### src/rtl/seq_alu.sv
// Registered, handshaked ALU: AND/OR/ADD/SUB/SLT in one cycle, MUL by WIDTH-step shift-add.
// Optional signed/unsigned overflow flag output `ovf` when SEQ_ALU_OVF_EN is defined.
module seq_alu #(
   parameter int WIDTH = 32,
   parameter int CNT_W = $clog2(WIDTH) + 1
) (
   input  logic             clk,
   input  logic             rst,
   input  logic             in_valid,
   output logic             in_ready,
   input  logic [2:0]       op,
   input  logic [WIDTH-1:0] a,
   input  logic [WIDTH-1:0] b,
   output logic             out_valid,
   input  logic             out_ready,
   output logic [WIDTH-1:0] z,
   output logic             ex,
   output logic             err
`ifdef SEQ_ALU_OVF_EN
   ,output logic            ovf
`endif
);

   localparam logic [2:0] OP_AND = 3'b000;
   localparam logic [2:0] OP_OR  = 3'b001;
   localparam logic [2:0] OP_ADD = 3'b010;
   localparam logic [2:0] OP_MUL = 3'b011;
   localparam logic [2:0] OP_SUB = 3'b110;
   localparam logic [2:0] OP_SLT = 3'b111;

`ifdef SEQ_ALU_OVF_EN
   localparam int AW = 2 * WIDTH;
`else
   localparam int AW = WIDTH;
`endif

   typedef enum logic [1:0] {
      S_IDLE = 2'd0,
      S_MUL  = 2'd1,
      S_DONE = 2'd2
   } state_t;

   state_t           state_q, state_d;
   logic             rdy_en_q;
   logic [WIDTH-1:0] z_q, z_d;
   logic             ex_q, ex_d;
   logic             err_q, err_d;
   logic [AW-1:0]    mcand_q, mcand_d;
   logic [WIDTH-1:0] mplier_q, mplier_d;
   logic [AW-1:0]    acc_q, acc_d;
   logic [CNT_W-1:0] cnt_q, cnt_d;
`ifdef SEQ_ALU_OVF_EN
   logic             ovf_q, ovf_d;
`endif

   logic [WIDTH-1:0] sum_s;
   logic [WIDTH-1:0] diff_s;
   logic             slt_s;
   logic [WIDTH-1:0] fast_z_s;
   logic             fast_err_s;
   logic             fast_ovf_s;
   logic             is_mul_s;
   logic             load_s;

   assign sum_s  = a + b;
   assign diff_s = a - b;
   assign slt_s  = $signed(a) < $signed(b);

   // Single-cycle result and op classification for the request on the inputs
   always_comb begin
      fast_z_s   = {WIDTH{1'b0}};
      fast_err_s = 1'b0;
      fast_ovf_s = 1'b0;
      is_mul_s   = 1'b0;
      case (op)
         OP_AND: fast_z_s = a & b;
         OP_OR:  fast_z_s = a | b;
         OP_ADD: begin
            fast_z_s   = sum_s;
            fast_ovf_s = (a[WIDTH-1] == b[WIDTH-1]) && (sum_s[WIDTH-1] != a[WIDTH-1]);
         end
         OP_SUB: begin
            fast_z_s   = diff_s;
            fast_ovf_s = (a[WIDTH-1] != b[WIDTH-1]) && (diff_s[WIDTH-1] != a[WIDTH-1]);
         end
         OP_SLT: fast_z_s = {{(WIDTH-1){1'b0}}, slt_s};
         OP_MUL: is_mul_s = 1'b1;
         default: fast_err_s = 1'b1;
      endcase
   end

   // Ready is held low until the first clock after reset releases
   always_comb begin
      in_ready = 1'b0;
      case (state_q)
         S_IDLE:  in_ready = rdy_en_q;
         S_MUL:   in_ready = 1'b0;
         S_DONE:  in_ready = out_ready;
         default: in_ready = 1'b0;
      endcase
   end

   // Next-state, datapath and result register update
   always_comb begin
      state_d  = state_q;
      z_d      = z_q;
      ex_d     = ex_q;
      err_d    = err_q;
      mcand_d  = mcand_q;
      mplier_d = mplier_q;
      acc_d    = acc_q;
      cnt_d    = cnt_q;
      load_s   = 1'b0;
`ifdef SEQ_ALU_OVF_EN
      ovf_d    = ovf_q;
`endif
      case (state_q)
         S_IDLE: begin
            if (in_valid && in_ready) begin
               load_s = 1'b1;
            end else begin
               state_d = S_IDLE;
            end
         end
         S_MUL: begin
            if (cnt_q == CNT_W'(WIDTH)) begin
               z_d     = acc_q[WIDTH-1:0];
               ex_d    = (acc_q[WIDTH-1:0] == {WIDTH{1'b0}});
               err_d   = 1'b0;
`ifdef SEQ_ALU_OVF_EN
               ovf_d   = |acc_q[AW-1:WIDTH];
`endif
               state_d = S_DONE;
            end else begin
               acc_d    = acc_q + (mplier_q[0] ? mcand_q : {AW{1'b0}});
               mcand_d  = mcand_q << 1;
               mplier_d = mplier_q >> 1;
               cnt_d    = cnt_q + CNT_W'(1);
            end
         end
         S_DONE: begin
            if (out_ready) begin
               if (in_valid) begin
                  load_s = 1'b1;
               end else begin
                  state_d = S_IDLE;
               end
            end else begin
               state_d = S_DONE;
            end
         end
         default: state_d = S_IDLE;
      endcase

      // Accepting a request: multiply starts iterating, everything else retires next cycle
      case ({load_s, is_mul_s})
         2'b11: begin
            mcand_d  = AW'(a);
            mplier_d = b;
            acc_d    = {AW{1'b0}};
            cnt_d    = {CNT_W{1'b0}};
            err_d    = 1'b0;
            state_d  = S_MUL;
         end
         2'b10: begin
            z_d     = fast_z_s;
            ex_d    = (fast_z_s == {WIDTH{1'b0}});
            err_d   = fast_err_s;
`ifdef SEQ_ALU_OVF_EN
            ovf_d   = fast_ovf_s;
`endif
            state_d = S_DONE;
         end
         default: begin
         end
      endcase
   end

   // State and datapath registers
   always_ff @(posedge clk or posedge rst) begin
      if (rst) begin
         state_q  <= S_IDLE;
         rdy_en_q <= 1'b0;
         z_q      <= {WIDTH{1'b0}};
         ex_q     <= 1'b0;
         err_q    <= 1'b0;
         mcand_q  <= {AW{1'b0}};
         mplier_q <= {WIDTH{1'b0}};
         acc_q    <= {AW{1'b0}};
         cnt_q    <= {CNT_W{1'b0}};
`ifdef SEQ_ALU_OVF_EN
         ovf_q    <= 1'b0;
`endif
      end else begin
         state_q  <= state_d;
         rdy_en_q <= 1'b1;
         z_q      <= z_d;
         ex_q     <= ex_d;
         err_q    <= err_d;
         mcand_q  <= mcand_d;
         mplier_q <= mplier_d;
         acc_q    <= acc_d;
         cnt_q    <= cnt_d;
`ifdef SEQ_ALU_OVF_EN
         ovf_q    <= ovf_d;
`endif
      end
   end

   assign out_valid = (state_q == S_DONE);
   assign z         = z_q;
   assign ex        = ex_q;
   assign err       = err_q;
`ifdef SEQ_ALU_OVF_EN
   assign ovf       = ovf_q;
`else
   logic unused_ovf_s;
   assign unused_ovf_s = fast_ovf_s;
`endif

endmodule
### config.mk
export PLATFORM = sky130hd
export DESIGN_NAME = seq_alu
export DESIGN_NICKNAME = d
export VERILOG_FILES = /design/src/rtl/seq_alu.sv
export SDC_FILE = /design/constraint.sdc
export NUM_CORES = 1
export LEC_CHECK = 0
export CAP_MARGIN = 5
export CELL_PAD_IN_SITES_DETAIL_PLACEMENT = 1
export CELL_PAD_IN_SITES_GLOBAL_PLACEMENT = 2
export CORE_ASPECT_RATIO = 1.2
export CORE_MARGIN = 5
export CORE_UTILIZATION = 35
export CTS_CLUSTER_SIZE = 28
export DETAILED_ROUTE_END_ITERATION = 8
export GPL_ROUTABILITY_DRIVEN = 0
export PLACE_DENSITY = 0.78
export SLEW_MARGIN = 10
export SYNTH_ARGS = -nofsm -noshare
export SYNTH_HDL_FRONTEND = slang
export SYNTH_SLANG_ARGS = --single-unit
### constraint.sdc
create_clock -name clk -period 6 [get_ports clk]
set_clock_uncertainty 0.05 [all_clocks]
set_input_delay 1.8 -clock clk [delete_from_list [all_inputs] [get_ports clk]]
set_output_delay 1.8 -clock clk [all_outputs]
set_load 0.01 [all_outputs]
Word level (Yosys, flattened, before mapping)
Cells that the tools add are included.
{"block": "word_totals", "reg_bits": 139, "output_inout_bits": 36, "wordCells": 81}
{"block": "op_classes", "add_sub_neg": 4, "order_cmp": 1, "eq_ne": 14, "muxes": 36, "bitwise_logic": 2, "reduce_logical": 15}
{"operator": "32-bit two-way mux", "n": 13}
{"operator": "32-bit case mux with 5 select lines", "n": 1}
{"operator": "32-bit adder", "n": 2}
{"operator": "32-bit logical NOT", "n": 2}
{"operator": "32-bit bitwise AND", "n": 1}
{"operator": "32-bit less-than comparator", "n": 1}
{"operator": "32-bit bitwise OR", "n": 1}
{"operator": "32-bit subtractor", "n": 1}
{"operator": "6-bit two-way mux", "n": 3}
{"operator": "1-bit two-way mux", "n": 10}
{"operator": "2-bit two-way mux", "n": 4}
{"operator": "4-bit inequality test (second input constant)", "n": 2}
{"operator": "6-bit by 1-bit adder with 6-bit output (second input constant)", "n": 1}
{"operator": "2-bit equality test (second input constant)", "n": 3}
{"operator": "3-bit by 2-bit equality test with 1-bit output (second input constant)", "n": 2}
{"operator": "3-bit equality test (second input constant)", "n": 2}
{"operator": "6-bit equality test (second input constant)", "n": 1}
{"operator": "1-bit case mux with 2 select lines", "n": 3}
{"operator": "2-bit case mux with 3 select lines", "n": 1}
{"operator": "2-bit AND reduction", "n": 3}
{"operator": "2-bit nonzero test", "n": 3}
{"operator": "3-bit nonzero test", "n": 2}
{"operator": "6-bit OR reduction", "n": 1}
{"operator": "5-bit by 3-bit inequality test with 1-bit output (second input constant)", "n": 1}
{"operator": "8 further kinds", "n": 8}

Logic depth before layout (Yosys ltp)
Gate-level depths: netlist of run 1.
{"block": "depth", "word_depth": 8, "depth_mapped": 16, "ltp_nobuf": 16}

Worst setup path after synthesis of run 1
No wires, ideal clock.
{"block": "synth_path", "kind": "input to register", "startpoint": "input a[4]", "endpoint": "register ex_q (netlist: ex)", "setup_time_ps": 76, "arrival_time_ps": 5002, "required_time_ps": 5874, "setup_slack_ps": 871, "path_stages": 14, "path_buffers": 0, "path_cell_list": "inv_1 -> ha_1 -> o211a_4 -> a221o_1 -> a211oi_4 -> nor4_1 -> o31a_1 -> a41oi_2 -> mux2i_1 -> or4b_1 -> or4_1 -> nor4_2 -> nand4_1 -> o21ai_1"}
{"block": "synth_via", "elab_chain_cells": 4, "word_cells_on_any_way": 8, "classes_between": "add/sub (2); order compare (1); mux (2); bitwise (2); reduce/logical (1)"}
{"item": "start, declared", "line": "12", "text": "input logic [WIDTH-1:0] a,"}
{"item": "32-bit subtractor (tied with other cells)", "line": "66", "text": "assign diff_s = a - b;"}
{"item": "32-bit case mux with 5 select lines (*)", "line": "75", "text": "case (op)"}
{"item": "32-bit logical NOT (*)", "line": "167", "text": "ex_d = (fast_z_s == {WIDTH{1'b0}});"}
{"item": "1-bit two-way mux (*)", "line": "156", "text": "case ({load_s, is_mul_s})"}
{"item": "end signal, assigned", "line": "185", "text": "ex_q <= 1'b0;"}
{"item": "end signal, assigned", "line": "198", "text": "ex_q <= ex_d;"}
{"item": "end, declared", "line": "46", "text": "logic ex_q, ex_d;"}
Every way passes the cells marked *; elsewhere a longest branch is shown, timed or not.
A chain may end at the register's enable or synchronous reset.

Worst setup path after layout of run 1
{"block": "layout_path", "startpoint": "input b[4]", "endpoint": "register ex_q (netlist: ex)"}
{"block": "layout_via", "elab_chain_cells": 4, "word_cells_on_any_way": 8, "classes_between": "add/sub (2); order compare (1); mux (2); bitwise (2); reduce/logical (1)"}
{"item": "start, declared", "line": "13", "text": "input logic [WIDTH-1:0] b,"}
{"item": "32-bit subtractor (tied with other cells)", "line": "66"}
{"item": "32-bit case mux with 5 select lines (*)", "line": "75"}
{"item": "32-bit logical NOT (*)", "line": "167"}
{"item": "1-bit two-way mux (*)", "line": "156"}
Marked as above.

==> key figures, run 1 <==
Synthesis
  – Most instantiated cells after synthesis: nand2_1, dfrtp_1, ha_1, inv_1
  – Cell count after synthesis: 1630
  – Avg Cell Area, Syn: 8.01 um^2
  – Mapped cell area: 0.0131 mm^2
  – Top FF cell, synth: dfrtp_1
  – Post-synth top area share: 0.266
  – Synth Register Bits: roughly 140
  – Asr flop ratio synth: 1.00
  – Synth Area in XOR/XNOR: 0.0309
  – Cell taking the most area after synthesis: dfrtp_1
  – Unique masters post-synth: 73
  – Post-Syn Nets: 1839
  – Synth warnings: 0
  – Ranking of synthesized cells by area: dfrtp_1, ha_1, mux2i_1
  – Post-synthesis mux area share: 0.0998
  – Largest family of logic cells by synthesized area: compound AO/OA/AOI/OAI gates
  – Compound-Gate Fraction of Synth Area: 0.221
  – Adder-cell share of the synthesized area: 0.134
  – Post-synthesis simple-gate area fraction: 0.181
  – Count leader, synth: nand2_1
  – Post-synth EDFFs: 0
  – Seq/Total Area, Yosys: 0.266

Routing
  – Initial DRC count: 783
  – Total number of vias: approximately 13000
  – Antenna viol nets, final: 0
  – Total wire length: 47.6 mm
  – Avg WL per Cell: ~21 um
  – Post-route DRC: 0
  – Vias per inst: roughly 5.6
  – First-pass DRT Iterations: 5

Power and ir drop
  – VDD IR max: 0.000152 V
  – Leak: 7.32 nW
  – PwrDens: 340 mW/mm^2
  – Total power: 5.36 mW

STA
  – Actual slew at the worst max-slew pin: 0.897 ns
  – Final-report hold violation count: 0
  – RSZ-0062 raised after global routing: false
  – Final-report max-slew violation count: 0
  – Fin worst setup slack: ~0.33 ns
  – Post-route minimum period: 5.67 ns
  – Fin crit share: 0.946
  – Maximum clock rate: 176 MHz
  – Final setup TNS: 0 ns
  – Worst-case headroom to the max-slew limit: 0.402
  – Final setup violation count: 0

Die
  – Die height: 222 um
  – Starting Density: 0.354
  – Core Area: between 0.03 and 0.04 mm^2
  – DIE AREA: 0.0413 mm^2
  – Number of I/O pins: 107
  – Chip width: 186 um
  – Row count: 77

Clock network
  – Worst-path clk slew: 0.07 ns
  – CTS root buf: clkbuf_16
  – Post-CTS Setup Bufs: 0
  – CTS tree: yes
  – TritonCTS buffer count: 17
  – Clk buf depth: 2
  – PostCTS Resize Cnt: 0
  – Worst skew pair latency: 0.45 ns
  – Clock sinks: 139
  – CTS H-tree lvls: 4
  – # hold bufs at CTS: 0

Final layout
  – Non-filler instance count after layout: 2245
  – Layout cells sized above 1: 0.0949
  – Fillers: between 4000 and 5000
  – Fin nets: 1967
  – Area Overhead vs Synth: 20.6%
  – Antenna diode count: 0
  – Final core utilization: 0.427

GRT
  – Initial antenna violation count: 0
  – Total GRT Usage: 0.225
  – Total global routing overflow: 0
  – Largest net degree at the start of global routing: 93
  – Vias in the first global route: 13300
  – Global-route wire length before repair: 75.6 mm

Setup path
  – Worst Path Required: 6.33 ns
  – Critical path class: in -> reg
  – Crit-path max FO: 7
  – Reg-to-Reg Start: mplier_q[0]$_DFFE_PP0P_
  – CP startpoint: b[4]
  – Critical path arrival: 6.00 ns
  – R2R setup slack: approximately 1.2 ns
  – CP Capture Point: ex$_DFFE_PP0P_
  – R2r endpoint: acc_q[27]$_DFFE_PP0P_
  – Worst-case reg-to-reg path depth: 13
  – Crit path launch type: input port
  – CP endpoint kind: flop

Placed design
  – IO buf count: 106
  – Dpl cells: 2213
  – Setup WS pre-CTS: -0.124 ns
  – Hpwl dp: approximately 37 mm

Status
  – Status: completed

Worst hold path
  – Hold Path Class: reg -> reg

Flow run
  – Max Cap Violations: 0
## metal layers
metal,wire [um],vias to the layer above,track usage
li1,-,6015,-
met1,21600,6269,0.295
met2,23700,228,0.396
met3,1560,51,0.0257
met4,713,0,0.0521
met5,0,-,0
## cells in the final DEF, fill, tap and decap left out, drive strengths merged, types with 9 or more instances in the layout
cell type      netlist  routed
a211o                9       9
a211oi              30      30
a21o                30      30
a21oi              120     120
a31oi               14      14
and2                39      39
buf                 14     105
clkbuf              86      18
clkdlybuf4s50        0     104
dfrtp              139     139
ha                 135     135
inv                130     135
mux2                 9       9
mux2i              120     120
nand2              179     179
nand2b              15      15
nand3               32      32
nand4               15      15
nor2               106     106
nor2b               15      15
nor3                23      23
nor4                24      24
o211ai              13      13
o21a                 9       9
o21ai              121     121
o21bai              12      12
o22ai               12      12
or2                  9       9
or3                 14      14
xnor2               33      33
xor2                13      13
## sequential cells by signal (all words and copies together), names as in the netlist
signal	flops
ex	1
rdy_en_q	1
state_q	2
z	32
cnt_q	6
mplier_q	32
mcand_q	32
err	1
acc_q	32
## metrics by stage
step	hold slack, ns	instance area (um^2)
3_5_place_dp	0.451	15100
6_report	0.469	15700
3_3_place_gp	0.438	15100
4_1_cts	0.470	15700
5_1_grt	0.484	15700
2_1_floorplan	0.415	13100
## power by group
part | switching (mW) | internal [mW]
combinational | 1.34 | 1.14
sequential | 0.402 | 1.35
clock | 0.490 | 0.633
total | 2.23 | 3.13
## layout make-up
type | instances | area, um^2 | area share
repair buffers | 209 | 1850 | 0.117
multi-input cells | 1261 | 8730 | 0.554
clock buffers | 18 | 439 | 0.0279
flip-flops and latches | 139 | 3480 | 0.221
well taps | 474 | 593 | 0.0377
inverters | 130 | 493 | 0.0313
clock inverters | 14 | 161 | 0.0103
## worst min-delay path by stage
stage | from | to | slack, ns | cells past startpoint
floorplan | mplier_q[31]$_DFFE_PP0P_ | mplier_q[31]$_DFFE_PP0P_ | 0.42 | 1
global placement | mplier_q[31]$_DFFE_PP0P_ | mplier_q[31]$_DFFE_PP0P_ | 0.44 | 1
detailed placement | mplier_q[31]$_DFFE_PP0P_ | mplier_q[31]$_DFFE_PP0P_ | 0.45 | 1
CTS | mplier_q[31]$_DFFE_PP0P_ | mplier_q[31]$_DFFE_PP0P_ | 0.47 | 1
global route | mplier_q[31]$_DFFE_PP0P_ | mplier_q[31]$_DFFE_PP0P_ | 0.48 | 1
finish | mplier_q[31]$_DFFE_PP0P_ | mplier_q[31]$_DFFE_PP0P_ | 0.47 | 1
## cells by family (layout without fill, tap and decap cells)
group | after synthesis | after routing
simple gates | 497 | 497
compound gates | 450 | 450
buf+inv | 230 | 371
flops | 139 | 139
fa+ha+maj | 138 | 138
mux | 129 | 129
xor+xnor | 46 | 46
other cells | 1 | 1
## worst max-delay path, stage by stage
cell and delay [ns]:
clkdlybuf4s50_1 0.48, inv_1 0.06, ha_1 0.34, o211a_4 0.28
a221o_1 0.35, a211oi_4 0.38, or2_1 0.19, o221ai_1 0.14
a211o_1 0.31, a2111oi_0 0.43, o2111ai_1 0.22, or4_1 0.55
nor4_2 0.21, nand4_1 0.14, o21ai_1 0.14
Note: power is estimated with default switching activity, not from simulation.
==> run 2: changes to the inputs <==
--- a/config.mk
+++ b/config.mk
@@ -15,7 +15,7 @@
 export DETAILED_ROUTE_END_ITERATION = 8
 export GPL_ROUTABILITY_DRIVEN = 0
 export PLACE_DENSITY = 0.78
-export SLEW_MARGIN = 10
+export SLEW_MARGIN = 25
 export SYNTH_ARGS = -nofsm -noshare
 export SYNTH_HDL_FRONTEND = slang
 export SYNTH_SLANG_ARGS = --single-unit
==> results of run 2 <==
Same layout as run 1: the final DEF is identical, and so are final timing and power.
